==> src/rtl/mem_arb_pkg.sv <==
// rtl/mem_arb_pkg.sv - shared constants for the memory port arbiter
package mem_arb_pkg;
  localparam int WORD_W = 64;

  localparam logic [1:0] IDLE = 2'd0;
  localparam logic [1:0] BUSY = 2'd1;
  localparam logic [1:0] ERR  = 2'd2;

  localparam logic OWN_IF = 1'b0;
  localparam logic OWN_DM = 1'b1;
endpackage

==> src/rtl/mem_arb_prio.sv <==
// rtl/mem_arb_prio.sv - grant picker with memory-stage priority and fetch anti-starvation run counter
module mem_arb_prio
  import mem_arb_pkg::*;
#(
  parameter int unsigned MAX_DM_RUN = 4
) (
  input  logic clk,
  input  logic rst_n,
  input  logic idle_i,
  input  logic if_req_i,
  input  logic dm_req_i,
  output logic if_gnt_o,
  output logic dm_gnt_o
);
  localparam int RW = $clog2(MAX_DM_RUN + 1);

  logic [RW-1:0] run_q, run_d;
  logic          run_full;

  assign run_full = (run_q == RW'(MAX_DM_RUN));

  // Fetch only overtakes the memory stage once it has waited out a full run.
  always_comb begin
    if_gnt_o = idle_i && if_req_i && (!dm_req_i || run_full);
    dm_gnt_o = idle_i && dm_req_i && !(if_req_i && run_full);
  end

  always_comb begin
    run_d = run_q;
    if (if_gnt_o) begin
      run_d = '0;
    end else if (dm_gnt_o && if_req_i) begin
      if (!run_full) run_d = run_q + 1'b1;
    end else if (idle_i && !if_req_i) begin
      run_d = '0;
    end
  end

  always_ff @(posedge clk or negedge rst_n) begin
    if (!rst_n) run_q <= '0;
    else        run_q <= run_d;
  end
endmodule

==> src/rtl/mem_port_arbiter.sv <==
// rtl/mem_port_arbiter.sv - single-port RAM arbiter for fetch and memory stage
// Optional wait-cycle counters are built when MEM_ARB_PERF_CNT_EN is defined.
module mem_port_arbiter
  import mem_arb_pkg::*;
#(
  parameter int unsigned AW         = 8,
  parameter int unsigned DEPTH      = 256,
  parameter int unsigned MAX_DM_RUN = 4
) (
  input  logic              clk,
  input  logic              rst_n,
  input  logic              if_req,
  input  logic [AW-1:0]     if_addr,
  output logic              if_gnt,
  output logic              if_rvalid,
  output logic [WORD_W-1:0] if_rdata,
  output logic              if_err,
  input  logic              dm_req,
  input  logic              dm_we,
  input  logic [AW-1:0]     dm_addr,
  input  logic [WORD_W-1:0] dm_wdata,
  output logic              dm_gnt,
  output logic              dm_rvalid,
  output logic [WORD_W-1:0] dm_rdata,
  output logic              dm_err,
  output logic              ram_req,
  output logic              ram_we,
  output logic [AW-1:0]     ram_addr,
  output logic [WORD_W-1:0] ram_wdata,
  input  logic              ram_ack,
  input  logic [WORD_W-1:0] ram_rdata
`ifdef MEM_ARB_PERF_CNT_EN
  ,
  output logic [31:0]       if_wait_cnt,
  output logic [31:0]       dm_wait_cnt
`endif
);
  logic [1:0]        state_q, state_d;
  logic              owner_q, we_q;
  logic [AW-1:0]     addr_q;
  logic [WORD_W-1:0] wdata_q, rdata_q;
  logic              if_rvalid_q, dm_rvalid_q, err_q;
  logic              grant, done, in_range;
  logic [AW-1:0]     gnt_addr;

  // Gating with rst_n keeps the combinational grants low while reset is held.
  mem_arb_prio #(.MAX_DM_RUN(MAX_DM_RUN)) u_prio (
    .clk      (clk),
    .rst_n    (rst_n),
    .idle_i   (rst_n && (state_q == IDLE)),
    .if_req_i (if_req),
    .dm_req_i (dm_req),
    .if_gnt_o (if_gnt),
    .dm_gnt_o (dm_gnt)
  );

  assign grant    = if_gnt || dm_gnt;
  assign gnt_addr = dm_gnt ? dm_addr : if_addr;
  assign in_range = (32'(gnt_addr) < DEPTH);
  assign done     = ((state_q == BUSY) && ram_ack) || (state_q == ERR);

  always_comb begin
    state_d = state_q;
    case (state_q)
      IDLE:    if (grant) state_d = in_range ? BUSY : ERR;
      BUSY:    if (ram_ack) state_d = IDLE;
      default: state_d = IDLE;
    endcase
  end

  always_ff @(posedge clk or negedge rst_n) begin
    if (!rst_n) begin
      state_q     <= IDLE;
      owner_q     <= OWN_IF;
      we_q        <= 1'b0;
      addr_q      <= '0;
      wdata_q     <= '0;
      if_rvalid_q <= 1'b0;
      dm_rvalid_q <= 1'b0;
      err_q       <= 1'b0;
      rdata_q     <= '0;
    end else begin
      state_q     <= state_d;
      if_rvalid_q <= 1'b0;
      dm_rvalid_q <= 1'b0;
      err_q       <= 1'b0;
      rdata_q     <= '0;
      if (grant) begin
        owner_q <= dm_gnt ? OWN_DM : OWN_IF;
        we_q    <= dm_gnt && dm_we;
        addr_q  <= gnt_addr;
        wdata_q <= dm_gnt ? dm_wdata : '0;
      end
      // Writes and address errors complete with zero data.
      if (done) begin
        if_rvalid_q <= (owner_q == OWN_IF);
        dm_rvalid_q <= (owner_q == OWN_DM);
        err_q       <= (state_q == ERR);
        rdata_q     <= ((state_q == BUSY) && !we_q) ? ram_rdata : '0;
      end
    end
  end

  assign ram_req   = (state_q == BUSY);
  assign ram_we    = we_q;
  assign ram_addr  = addr_q;
  assign ram_wdata = wdata_q;

  assign if_rvalid = if_rvalid_q;
  assign dm_rvalid = dm_rvalid_q;
  assign if_rdata  = if_rvalid_q ? rdata_q : '0;
  assign dm_rdata  = dm_rvalid_q ? rdata_q : '0;
  assign if_err    = if_rvalid_q && err_q;
  assign dm_err    = dm_rvalid_q && err_q;

`ifdef MEM_ARB_PERF_CNT_EN
  logic [31:0] if_wait_q, dm_wait_q;

  always_ff @(posedge clk or negedge rst_n) begin
    if (!rst_n) begin
      if_wait_q <= '0;
      dm_wait_q <= '0;
    end else begin
      if (if_req && !if_gnt) if_wait_q <= if_wait_q + 32'd1;
      if (dm_req && !dm_gnt) dm_wait_q <= dm_wait_q + 32'd1;
    end
  end

  assign if_wait_cnt = if_wait_q;
  assign dm_wait_cnt = dm_wait_q;
`endif
endmodule
==> config.mk <==
export PLATFORM = sky130hd
export DESIGN_NAME = mem_port_arbiter
export DESIGN_NICKNAME = d
export VERILOG_FILES = /design/src/rtl/mem_arb_pkg.sv /design/src/rtl/mem_arb_prio.sv /design/src/rtl/mem_port_arbiter.sv
export SDC_FILE = /design/constraint.sdc
export NUM_CORES = 1
export LEC_CHECK = 0
export ABC_AREA = 1
export BUFFER_PORTS_ARGS = -buffer_cell sky130_fd_sc_hd__buf_2
export CAP_MARGIN = 20
export CORE_MARGIN = 5
export CORE_UTILIZATION = 30
export DETAILED_ROUTE_END_ITERATION = 8
export PLACE_DENSITY = 0.7
export SYNTH_ARGS = -nofsm -noshare
export SYNTH_HDL_FRONTEND = slang
export SYNTH_SLANG_ARGS = --single-unit
==> constraint.sdc <==
create_clock -name clk -period 1.7 [get_ports clk]
set_input_delay 0.085 -clock clk [delete_from_list [all_inputs] [get_ports clk]]
set_output_delay 0.085 -clock clk [all_outputs]
set_load 0.01 [all_outputs]
==> flow_summary.json, run 1 <==
{
  "outcome": "finished, final reports clean",
  "post-route-util_pct": 50.21,
  "timing_worst_setup_path_type": "reg -> out",
  "filler_cell_count": 1896,
  "route.antenna.remaining_nets": 0,
  "floorplan.rows": 53,
  "synth.avg_cell_area_um2": 7.477,
  "capturing_point_of_the_worst_reg2reg_path": "u_prio.run_q[0]$_DFFE_PN0P_",
  "finalClockSkew_ns": 0.007076,
  "clock_insertion_delay_at_the_later_pin_of_the_skew_report_ns": 0.41,
  "wirelength_um": 22160,
  "detailedRoute.firstIterationViolations": 367,
  "grt_first_pass_wirelength_um": 35350,
  "cts-root-buf": "sky130_fd_sc_hd__clkbuf_16",
  "complex_gate_fraction_of_the_synthesized_area_pct": 0.4276,
  "timing.reg2reg.worst_path_depth": 6,
  "setup_tns_ns": 0,
  "cp_cell_sequence": "nor2_1 -> nand3_4 -> inv_8 -> buf_2",
  "cts_inserted_buffers": 17,
  "post_route_non_filler_standard_cell_count": 1637,
  "finalSetupViolCount": 0,
  "core-area_um2": 21090,
  "vias_per_cell": 4.258,
  "synth_xor_xnor_area_share_pct": 0.1361,
  "holdCritPathClass": "in -> reg",
  "critical_path_cell_count": 4,
  "die_height_um": 156.5,
  "cts.clk_slew.worst_paths_ns": 0.06,
  "finalInstanceArea_um2": 10590,
  "worst_slew_pin_slew_ns": 0.8595,
  "critical_path.top_delay_family": "simple AND/OR/NAND/NOR gates",
  "final-max-slew-violation-count": 0,
  "nets": 1499,
  "seq_area_frac_synth_pct": 55.98,
  "drt-pass1-iter-count": 5,
  "dp_slack_ns": 0.2208,
  "r2r_start": "state_q[0]$_DFFE_PN0P_",
  "grt_setup_unrepaired": "false",
  "synth_top_family_by_area": "simple AND/OR/NAND/NOR gates",
  "cts_tree": "done",
  "drive_gt1_share_pct": 30.07,
  "power_per_cell_area_nw_per_um2": 1248,
  "power.leakage_nw": 7.047,
  "hold_viol_final": 0,
  "power.clock.fraction_pct": 28.2,
  "synthSimpleGateAreaFrac_pct": 30.15,
  "io-pin-count": 358,
  "min_hold_slack_ns": 0.02017,
  "max-clock-path-buffers": 2,
  "ir_drop_mv": 0.8769,
  "startpoint_type": "flip-flop",
  "gr-usage-all-layers_pct": 17.88,
  "crit_path_end": "dm_gnt",
  "switching_power_mw": 4.738,
  "max_cap_viol": 0,
  "post-synth-top-area-fraction_pct": 55.98,
  "remaining_global_route_overflow": 0,
  "grt_pass1_vias": 7145,
  "ff2ff_setup_slack_ns": 0.27,
  "synthesis.area_um2": 6437,
  "crit_start": "state_q[0]$_DFFE_PN0P_",
  "place_hpwl_um": 14640,
  "grt_antenna_before_repair": 1,
  "crit_required_ns": 1.62,
  "min_period_over_period_pct": 94.79,
  "placement.io_buffers": 355,
  "setup_slack_ns": 0.08851,
  "synth_area_in_adders_pct": 0.3887,
  "ys_top_cells_by_area": "sky130_fd_sc_hd__dfrtp_1 56%, sky130_fd_sc_hd__nand2_1 24%, sky130_fd_sc_hd__inv_1 8.9%, sky130_fd_sc_hd__nor2_1 4.0%, sky130_fd_sc_hd__nand3_1 1.2%",
  "chipWidth_um": 156.5,
  "cts.sinks": 144,
  "start_util_pct": 30.53,
  "internal_power_mw": 8.472,
  "cts_htree_levels": 4,
  "post-layout-total-power_mw": 13.21,
  "yosysWarnings": 0,
  "yosysUniqueCellTypes": 20,
  "sw_frac_of_total_pct": 35.87,
  "path_max_fanout": 6,
  "slew_headroom_pct": 42.70,
  "critPathSlowestCell": "sky130_fd_sc_hd__dfrtp_1",
  "cp.buffers_inverters": 2,
  "synthMuxAreaShare_pct": 0,
  "post-place-cells": 1459,
  "ff_latch_area_um2": 3606,
  "drcViolationCount": 0,
  "synthCells": 861,
  "worst_path_largest_cell_delay_ns": 0.41,
  "design.die.area_um2": 24490,
  "area_of_combinational_cells_with_multiple_inputs_um2": 2033,
  "grt_start_max_net_pins": 145,
  "p_seq_share_pct": 39.1,
  "dr_total_vias": 6970,
  "upper_clock_frequency_limit_ghz": 0.6205,
  "area.growth.synth_to_final_pct": 64.47,
  "crit_arrival_ns": 1.53,
  "end_kind": "primary output",
  "combPwrFrac_pct": 32.8,
  "place.gp.congestion": 0.8404,
  "routed_wirelength_normalized_by_instance_count_um": 13.54,
  "synth_largest_area_cell": "sky130_fd_sc_hd__dfrtp_1",
  "placed_area_um2": 8532,
  "yosys_register_bits": 144,
  "timing.final.crit_period_ns": 1.611
}
[metal layers]
layer  GRT usage [%]  vias up  share of wire [%]
met2           30.89      363                 48
met3           5.669       43                 10
li1                -     3401                  -
met1           20.89     3161                 39
met5               0        -              0.050
met4           6.488        2                2.6
[cell usage after synthesis]
cell and number:
sky130_fd_sc_hd__nor2_1 69, sky130_fd_sc_hd__clkinv_1 1, sky130_fd_sc_hd__nand3_2 2, sky130_fd_sc_hd__inv_1 152, sky130_fd_sc_hd__buf_4 9, sky130_fd_sc_hd__clkbuf_1 21, sky130_fd_sc_hd__a21boi_0 1, sky130_fd_sc_hd__nor3_1 1
sky130_fd_sc_hd__conb_1 1, sky130_fd_sc_hd__nand3_1 16, sky130_fd_sc_hd__o21ai_0 3, sky130_fd_sc_hd__nand2_1 420, sky130_fd_sc_hd__xor2_1 1, sky130_fd_sc_hd__ha_1 2, sky130_fd_sc_hd__buf_2 5, sky130_fd_sc_hd__dfrtp_1 144
sky130_fd_sc_hd__buf_1 6, sky130_fd_sc_hd__buf_6 5, sky130_fd_sc_hd__inv_2 1, sky130_fd_sc_hd__a21oi_1 1
[power groups by stage]
| stage | clock network [mW] | registers, mW | logic (mW) |
|---|---|---|---|
| 2_1_floorplan | 0 | 5.44 | 1.87 |
| 3_3_place_gp | 0 | 5.20 | 3.93 |
| 3_5_place_dp | 0 | 5.14 | 4.05 |
| 4_1_cts | 3.86 | 5.15 | 4.29 |
| 5_1_grt | 4.01 | 5.28 | 4.86 |
| 6_report | 3.72 | 5.16 | 4.33 |
[what timing repair did]
action / CTS / global route
hold buffers: 143 / 0
gates cloned: 0 / 0
endpoints found under the setup margin: 1 / 3
resized for setup: 1 / 4
setup buffers: 0 / 1
endpoints found under the hold margin: 281 / 0
[worst min-delay path by stage]
| stage | slack, ns | start | to | depth (start not counted) |
|---|---|---|---|---|
| 4_1_cts | 0.007 | dm_addr[1] | ram_addr[1]$_DFFE_PN0P_ | 5 |
| 5_1_grt | 0.04 | dm_addr[0] | ram_addr[0]$_DFFE_PN0P_ | 5 |
| 2_1_floorplan | -0.21 | rst_n | dm_rvalid$_DFF_PN0_ | 0 |
| 3_3_place_gp | 0.28 | rst_n | ram_addr[3]$_DFFE_PN0P_ | 2 |
| 6_report | 0.02 | dm_addr[0] | ram_addr[0]$_DFFE_PN0P_ | 5 |
| 3_5_place_dp | 0.28 | dm_wdata[44] | ram_wdata[44]$_DFFE_PN0P_ | 3 |
[worst reg2reg max path: cells and delay by family, from the launching register on]
kind	cells	cell delay [ns]
flip-flops	1	0.41
buffers and inverters	1	0.21
AND/OR/NAND/NOR	5	0.75
[layout make-up]
class	instances	share of cell area, %
multi-input cells	518	19.20
clock inverters	13	1.430
inverters	154	5.531
clock buffers	19	4.183
well taps	275	3.250
flip-flops and latches	144	34.06
diodes	2	0.04727
repair buffers	512	32.30
[state kept, by name, summed over array words and instances (netlist names)]
signal and flops:
state_q 1, owner_q 1, ram_we 1, u_prio.run_q 3, rdata_q 64, ram_wdata 64
ram_addr 8, if_rvalid 1, dm_rvalid 1
[logic make-up (layout without fill, tap and decap cells)]
| group | Yosys count | after routing |
|---|---|---|
| compound gates | 5 | 5 |
| xor+xnor | 1 | 1 |
| fa+ha+maj | 2 | 2 |
| buf+inv | 200 | 698 |
| flops | 144 | 144 |
| other cells | 1 | 4 |
| simple gates | 508 | 508 |
[cells in the final DEF, fill, tap and decap left out, drive strengths merged]
cell type      n
xor2           1
clkinv         7
a21oi          1
dlygate4sd3  143
o21ai          3
clkinvlp       1
conb           2
nand2        420
buf          369
a21boi         1
nand3         18
diode          2
dfrtp        144
inv          157
clkbuf        19
bufinv         2
nor3           1
ha             2
nor2          69
(Power assumes the default switching activity.)
==> run 2, diff against run 1 <==
BUFFER_PORTS_ARGS = not set   (was -buffer_cell sky130_fd_sc_hd__buf_2)
DONT_BUFFER_PORTS = 1   (was not set)
PLACE_DENSITY = 0.56   (was 0.7)
RECOVER_POWER = 25   (was not set)
==> run 2 against run 1 <==
The run now ends with negative hold slack left. Non-clock buffer count shrank 340. Utilization decreased by 7.8 points. Fmax is 1.2% higher. Count of clock-buffer cells in the layout fell by 1. Total power decreased by 6.1%. Sequential power up 11%. Clock skew is 0.0031 ns higher. Clock power grew 5%. Global-route usage is 2.4 points lower. Register-to-register slack lost 0.14 ns. Sequential share of layout area grew 6.2 points. Largest power group unchanged.
==> flow_summary.json, run 2 (synthesis gave the netlist of run 1 again) <==
{
  "outcome": "complete, but fails checks",
  "grt_start_max_net_pins": 147,
  "post_route_non_filler_standard_cell_count": 1295,
  "power_per_cell_area_nw_per_um2": 1387,
  "startpoint_type": "flip-flop",
  "post-place-cells": 1109,
  "max-clock-path-buffers": 2,
  "end_kind": "primary output",
  "cts.sinks": 144,
  "cts-root-buf": "sky130_fd_sc_hd__clkbuf_16",
  "grt_pass1_vias": 5737,
  "crit_arrival_ns": 1.51,
  "drt-pass1-iter-count": 4,
  "remaining_global_route_overflow": 0,
  "finalSetupViolCount": 0,
  "cts_htree_levels": 4,
  "route.antenna.remaining_nets": 0,
  "design.die.area_um2": 24490,
  "drcViolationCount": 0,
  "area_of_combinational_cells_with_multiple_inputs_um2": 2036,
  "worst_slew_pin_slew_ns": 0.5203,
  "core-area_um2": 21090,
  "critPathSlowestCell": "sky130_fd_sc_hd__dfrtp_1",
  "floorplan.rows": 53,
  "routed_wirelength_normalized_by_instance_count_um": 15.13,
  "grt_antenna_before_repair": 2,
  "place_hpwl_um": 13120,
  "placement.io_buffers": 0,
  "start_util_pct": 30.53,
  "cts_tree": "done",
  "nets": 1159,
  "cts_inserted_buffers": 17,
  "vias_per_cell": 4.344,
  "layout_commonest_cell": "sky130_fd_sc_hd__nand2_1",
  "upper_clock_frequency_limit_ghz": 0.6282,
  "die_height_um": 156.5,
  "chipWidth_um": 156.5,
  "hold_viol_final": 144,
  "cts.clk_slew.worst_paths_ns": 0.07,
  "power.leakage_nw": 5.459,
  "path_max_fanout": 10,
  "wirelength_um": 19590,
  "place.gp.congestion": 0.7605,
  "max_cap_viol": 0,
  "final-max-slew-violation-count": 0,
  "setup_tns_ns": 0,
  "holdCritPathClass": "in -> async",
  "grt_setup_unrepaired": "false",
  "clock_insertion_delay_at_the_later_pin_of_the_skew_report_ns": 0.41,
  "grt_first_pass_wirelength_um": 30100,
  "dr_total_vias": 5626,
  "timing.final.crit_period_ns": 1.592,
  "slew_headroom_pct": 65.18,
  "detailedRoute.firstIterationViolations": 294,
  "area.growth.synth_to_final_pct": 39.01,
  "crit_required_ns": 1.62,
  "min_hold_slack_ns": -0.6318,
  "finalClockSkew_ns": 0.01015,
  "worst_path_largest_cell_delay_ns": 0.40,
  "io-pin-count": 358,
  "ir_drop_mv": 0.7849,
  "ff2ff_setup_slack_ns": 0.13,
  "gr-usage-all-layers_pct": 15.48,
  "timing_worst_setup_path_type": "reg -> out",
  "mostFrequentLayoutCells": "419 x sky130_fd_sc_hd__nand2_1, 151 x sky130_fd_sc_hd__inv_1, 148 x sky130_fd_sc_hd__dlygate4sd3_1, 142 x sky130_fd_sc_hd__dfrtp_1, 69 x sky130_fd_sc_hd__nor2_1",
  "filler_cell_count": 1990,
  "min_period_over_period_pct": 93.63,
  "drive_gt1_share_pct": 6.379,
  "ff_latch_area_um2": 3606,
  "cp_cell_sequence": "inv_1 -> ha_1 -> nand3_2 -> nand3_4 -> clkinv_8 -> buf_4",
  "cts-hold-fix-buffers": 148,
  "violations": "negative hold slack"
}
==> run 2: cell types whose count changed in the layout (fill, tap and decap cells not counted), sizes merged <==
cell | previous run | this run
clkinvlp | 1 | 2
diode | 2 | 1
clkbuf | 19 | 18
dlygate4sd3 | 143 | 148
bufinv | 2 | 3
buf | 369 | 24
clkinv | 7 | 5
==> run 2: power by group <==
group | switching (mW) | internal [mW] | total [mW]
registers | 1.24 | 4.49 | 5.73
logic | 1.70 | 1.08 | 2.78
clock network | 1.52 | 2.38 | 3.90
==> run 2: worst paths after layout <==
kind                                             start                           to  cells after the start
setup / recovery           u_prio.run_q[1]$_DFFE_PN0P_                       dm_gnt                      6
setup reg to reg                state_q[0]$_DFFE_PN0P_  u_prio.run_q[2]$_DFFE_PN0P_                      6
min in group clk                               ram_ack          if_rvalid$_DFF_PN0_                      3
hold / removal                                   rst_n    ram_wdata[12]$_DFFE_PN0P_                      0
hold reg to reg                    owner_q$_DFFE_PN0P_          if_rvalid$_DFF_PN0_                      1
max in group asynchronous                        rst_n     ram_wdata[0]$_DFFE_PN0P_                      0
==> run 2: cell type report <==
cell class / count / share of cell area, %
Antenna cell: 1 / 0.02796
Clock buffer: 18 / 4.908
Clock inverter: 13 / 1.985
Inverter: 154 / 6.642
Multi-Input combinational cell: 518 / 22.75
Sequential cell: 144 / 40.30
Tap cell: 275 / 3.845
Timing Repair Buffer: 172 / 19.55
==> run 2: timing repair <==
action	in CTS	in global routing
buffers inserted	0	6
pin swaps	0	0
resized for setup	4	3
gates cloned	0	0
hold endpoints to repair	284	144
endpoints found under the setup margin	2	2
==> run 2: per-stage QoR <==
| stage | power, mW | area [um2] | utilization, % | setup WS [ns] |
|---|---|---|---|---|
| floorplan | 7.313 | 6441 | - | 0.3413 |
| global placement | 8.133 | 6774 | 32.12 | 0.1633 |
| detailed placement | 8.179 | 6774 | 32.12 | 0.1223 |
| CTS | 12.48 | 8890 | 42.16 | 0.01140 |
| global route | 13.23 | 8946 | 42.42 | 0.008223 |
| finish | 12.41 | 8949 | 42.44 | 0.1083 |
==> run 2: critical path: cells and delay by family, from the launching register on <==
family | cells | cell delay [ns]
fa+ha+maj | 1 | 0.17
buf+inv | 3 | 0.29
flops | 1 | 0.40
simple gates | 2 | 0.24
==> run 2: layer usage <==
metal	vias up	global-route usage, %	wire length, um
met5	-	0	27
met4	4	4.669	292
met3	23	5.835	1810
met2	287	26.47	9616
met1	2589	18.12	7847
li1	2723	-	-
==> run 3, diff against run 2 <==
ABC_AREA = not set   (was 1)
==> run 3 against run 2 <==
The flow still finishes with violations (negative hold slack). Sequential power down 22%. Sequential cell count unchanged. Fmax down 3.9%. Die area down 6.3%. Hold slack worse by 0.0032 ns. Count of clock-buffer cells in the layout up 1. Design area down 6.5%. Global-route usage down 0.13 points. Largest power group unchanged.
==> flow_summary.json, run 3 <==
{
  "timing.final.crit_period_ns": 1.656,
  "grt_first_pass_wirelength_um": 26700,
  "crit_required_ns": 1.99,
  "cts_tree": "done",
  "synthCells": 504,
  "cts-root-buf": "sky130_fd_sc_hd__clkbuf_16",
  "start_util_pct": 30.64,
  "nets": 796,
  "min_period_over_period_pct": 97.44,
  "finalClockSkew_ns": 0.008044,
  "routed_wirelength_normalized_by_instance_count_um": 20.00,
  "yosysUniqueCellTypes": 28,
  "place_hpwl_um": 12540,
  "area.growth.synth_to_final_pct": 39.42,
  "sw_frac_of_total_pct": 27.29,
  "p_seq_share_pct": 47.0,
  "layout_commonest_cell": "sky130_fd_sc_hd__and2_1",
  "max_cap_viol": 0,
  "detailedRoute.firstIterationViolations": 207,
  "worst_slew_pin_slew_ns": 1.000,
  "mostFrequentLayoutCells": "192 x sky130_fd_sc_hd__and2_1, 145 x sky130_fd_sc_hd__dlygate4sd3_1, 143 x sky130_fd_sc_hd__dfrtp_1, 65 x sky130_fd_sc_hd__a22o_1, 17 x sky130_fd_sc_hd__clkbuf_16",
  "cts_inserted_buffers": 17,
  "final-max-slew-violation-count": 0,
  "cp_cell_sequence": "inv_1 -> ha_2 -> nand3_2 -> and3_4 -> buf_4 -> buf_12 -> a22o_1",
  "placed_area_um2": 6247,
  "io-pin-count": 358,
  "wirelength_um": 18440,
  "yosysWarnings": 0,
  "power.clock.fraction_pct": 40.7,
  "grt_start_max_net_pins": 147,
  "timing_worst_setup_path_type": "reg -> reg",
  "ys_top_cells_by_area": "sky130_fd_sc_hd__dfrtp_1 60%, sky130_fd_sc_hd__and2_1 20%, sky130_fd_sc_hd__a22o_1 9.5%, sky130_fd_sc_hd__clkbuf_1 1.8%, sky130_fd_sc_hd__a2111oi_0 1.2%",
  "min_hold_slack_ns": -0.6351,
  "gr-usage-all-layers_pct": 15.35,
  "path_max_fanout": 46,
  "end_kind": "flip-flop",
  "drt-pass1-iter-count": 4,
  "chipWidth_um": 151.4,
  "combPwrFrac_pct": 12.3,
  "cts_htree_levels": 4,
  "ir_drop_mv": 0.5949,
  "clock_insertion_delay_at_the_later_pin_of_the_skew_report_ns": 0.41,
  "synthMostInstantiatedCell": "sky130_fd_sc_hd__and2_1",
  "synthesis.area_um2": 6002,
  "floorplan.rows": 51,
  "max-clock-path-buffers": 2,
  "violations": "negative hold slack",
  "internal_power_mw": 6.906,
  "post-synth-top-area-fraction_pct": 60.04,
  "core-area_um2": 19590,
  "placement.io_buffers": 0,
  "yosys_register_bits": 144,
  "netlist_top_cells_count": "192 x sky130_fd_sc_hd__and2_1, 144 x sky130_fd_sc_hd__dfrtp_1, 65 x sky130_fd_sc_hd__a22o_1, 28 x sky130_fd_sc_hd__clkbuf_1, 11 x sky130_fd_sc_hd__inv_1",
  "route.antenna.remaining_nets": 0,
  "startpoint_type": "flip-flop",
  "cts.clk_slew.worst_paths_ns": 0.06,
  "vias_per_cell": 4.833,
  "synth_largest_area_cell": "sky130_fd_sc_hd__dfrtp_1",
  "upper_clock_frequency_limit_ghz": 0.6037,
  "finalInstanceArea_um2": 8368,
  "critPathSlowestCell": "sky130_fd_sc_hd__dfrtp_1",
  "number_of_enable_type_register_cells_in_the_synthesized_netlist": 0,
  "power_per_cell_area_nw_per_um2": 1135,
  "cts.sinks": 144,
  "outcome": "complete, but fails checks",
  "dominantRegCellSynth": "sky130_fd_sc_hd__dfrtp_1",
  "switching_power_mw": 2.592,
  "hold_viol_final": 144,
  "worst_path_largest_cell_delay_ns": 0.42,
  "remaining_global_route_overflow": 0,
  "holdCritPathClass": "in -> async",
  "drive_gt1_share_pct": 8.219,
  "place.gp.congestion": 0.7611,
  "finalSetupViolCount": 0,
  "grt_pass1_vias": 4751,
  "antenna-diode-count": 0,
  "dr_total_vias": 4456,
  "power.leakage_nw": 3.924,
  "crit_arrival_ns": 1.95,
  "filler_cell_count": 1765,
  "drcViolationCount": 0,
  "slew_headroom_pct": 33.06,
  "design.die.area_um2": 22940,
  "seq_area_frac_synth_pct": 60.04,
  "async_reset_ff_share_pct": 100.0,
  "die_height_um": 151.4,
  "synth.avg_cell_area_um2": 11.91,
  "grt_antenna_before_repair": 0,
  "cts-hold-fix-buffers": 145
}
[run 3: kinds of logic after synthesis]
logic type / Yosys count / share of synthesized area (%)
and+or+nand+nor: 208 / 21.56
buffers and inverters: 52 / 4.232
other: 1 / 0.06248
AOI/OAI and AO/OA: 97 / 13.70
adders and majority gates: 2 / 0.4169
DFF: 144 / 60.04
[run 3: layout make-up]
| cell class | count | area [um2] | area share (%) |
|---|---|---|---|
| inverter | 11 | 41.29 | 0.4934 |
| sequential | 144 | 3605 | 43.08 |
| clock buffer | 19 | 432.9 | 5.173 |
| timing repair buffer | 160 | 1593 | 19.03 |
| clock inverter | 13 | 177.7 | 2.123 |
| tap | 265 | 331.6 | 3.962 |
| multi-input combinational | 310 | 2187 | 26.14 |
[run 3: power groups by stage]
stage / clock (mW) / combinational, mW / sequential [mW]
after global routing: 4.11 / 1.28 / 4.52
after global placement: 0 / 0.793 / 4.51
final: 3.87 / 1.16 / 4.46
after floorplan: 0 / 0.696 / 4.35
after CTS: 3.97 / 1.15 / 4.46
after detailed placement: 0 / 0.853 / 4.49
[run 3: timing repair]
item | 4_1_cts | 5_1_grt
pin swaps | 1 | 1
hold endpoints to repair | 287 | 144
setup endpoints to repair | 57 | 14
setup buffers | 2 | 2
cloned | 1 | 0
resized for setup | 2 | 6
[run 3: per-stage QoR]
stage               total power [mW]  util, %  worst slack (ns)  TNS [ns]  std cells
finish                         9.499    42.72           0.04355         0        922
global route                   9.918    42.72         -0.009351  -0.01794        922
CTS                            9.578    42.57           0.04454         0        920
detailed placement             5.347    31.89          -0.02220   -0.1358        740
global placement               5.302    31.89           0.09522         0        740
floorplan                      5.043        -            0.1745         0        505
[run 3: worst paths after layout]
path / start / to / slack, ns / cells past startpoint
setup reg to reg: u_prio.run_q[0]$_DFFE_PN0P_ / ram_wdata[6]$_DFFE_PN0P_ / 0.04 / 7
min in group clk: if_addr[6] / ram_addr[6]$_DFFE_PN0P_ / 0.03 / 3
hold reg to reg: owner_q$_DFFE_PN0P_ / if_rvalid$_DFF_PN0_ / 0.45 / 1
hold / removal: rst_n / ram_wdata[37]$_DFFE_PN0P_ / -0.64 / 0
setup / recovery: u_prio.run_q[0]$_DFFE_PN0P_ / ram_wdata[6]$_DFFE_PN0P_ / 0.04 / 7
max in group asynchronous: rst_n / state_q[0]$_DFFE_PN0P_ / 1.97 / 0
[run 3: critical path: cells and delay by family (launching register included)]
| family | cells | cell delay (ns) |
|---|---|---|
| flops | 1 | 0.42 |
| buf+inv | 3 | 0.38 |
| simple gates | 2 | 0.27 |
| compound gates | 1 | 0.26 |
| fa+ha+maj | 1 | 0.19 |
[run 3: layer usage]
layer  part of all wire [%]  up-vias  global-route usage [%]  wire length (um)
met1                     36     2199                   17.06              6629
met5                      0        -                       0                 0
met3                     10       22                   5.326              1895
met2                     52      275                   27.45              9648
li1                       -     1960                       -                 -
met4                    1.4        0                   4.850               265
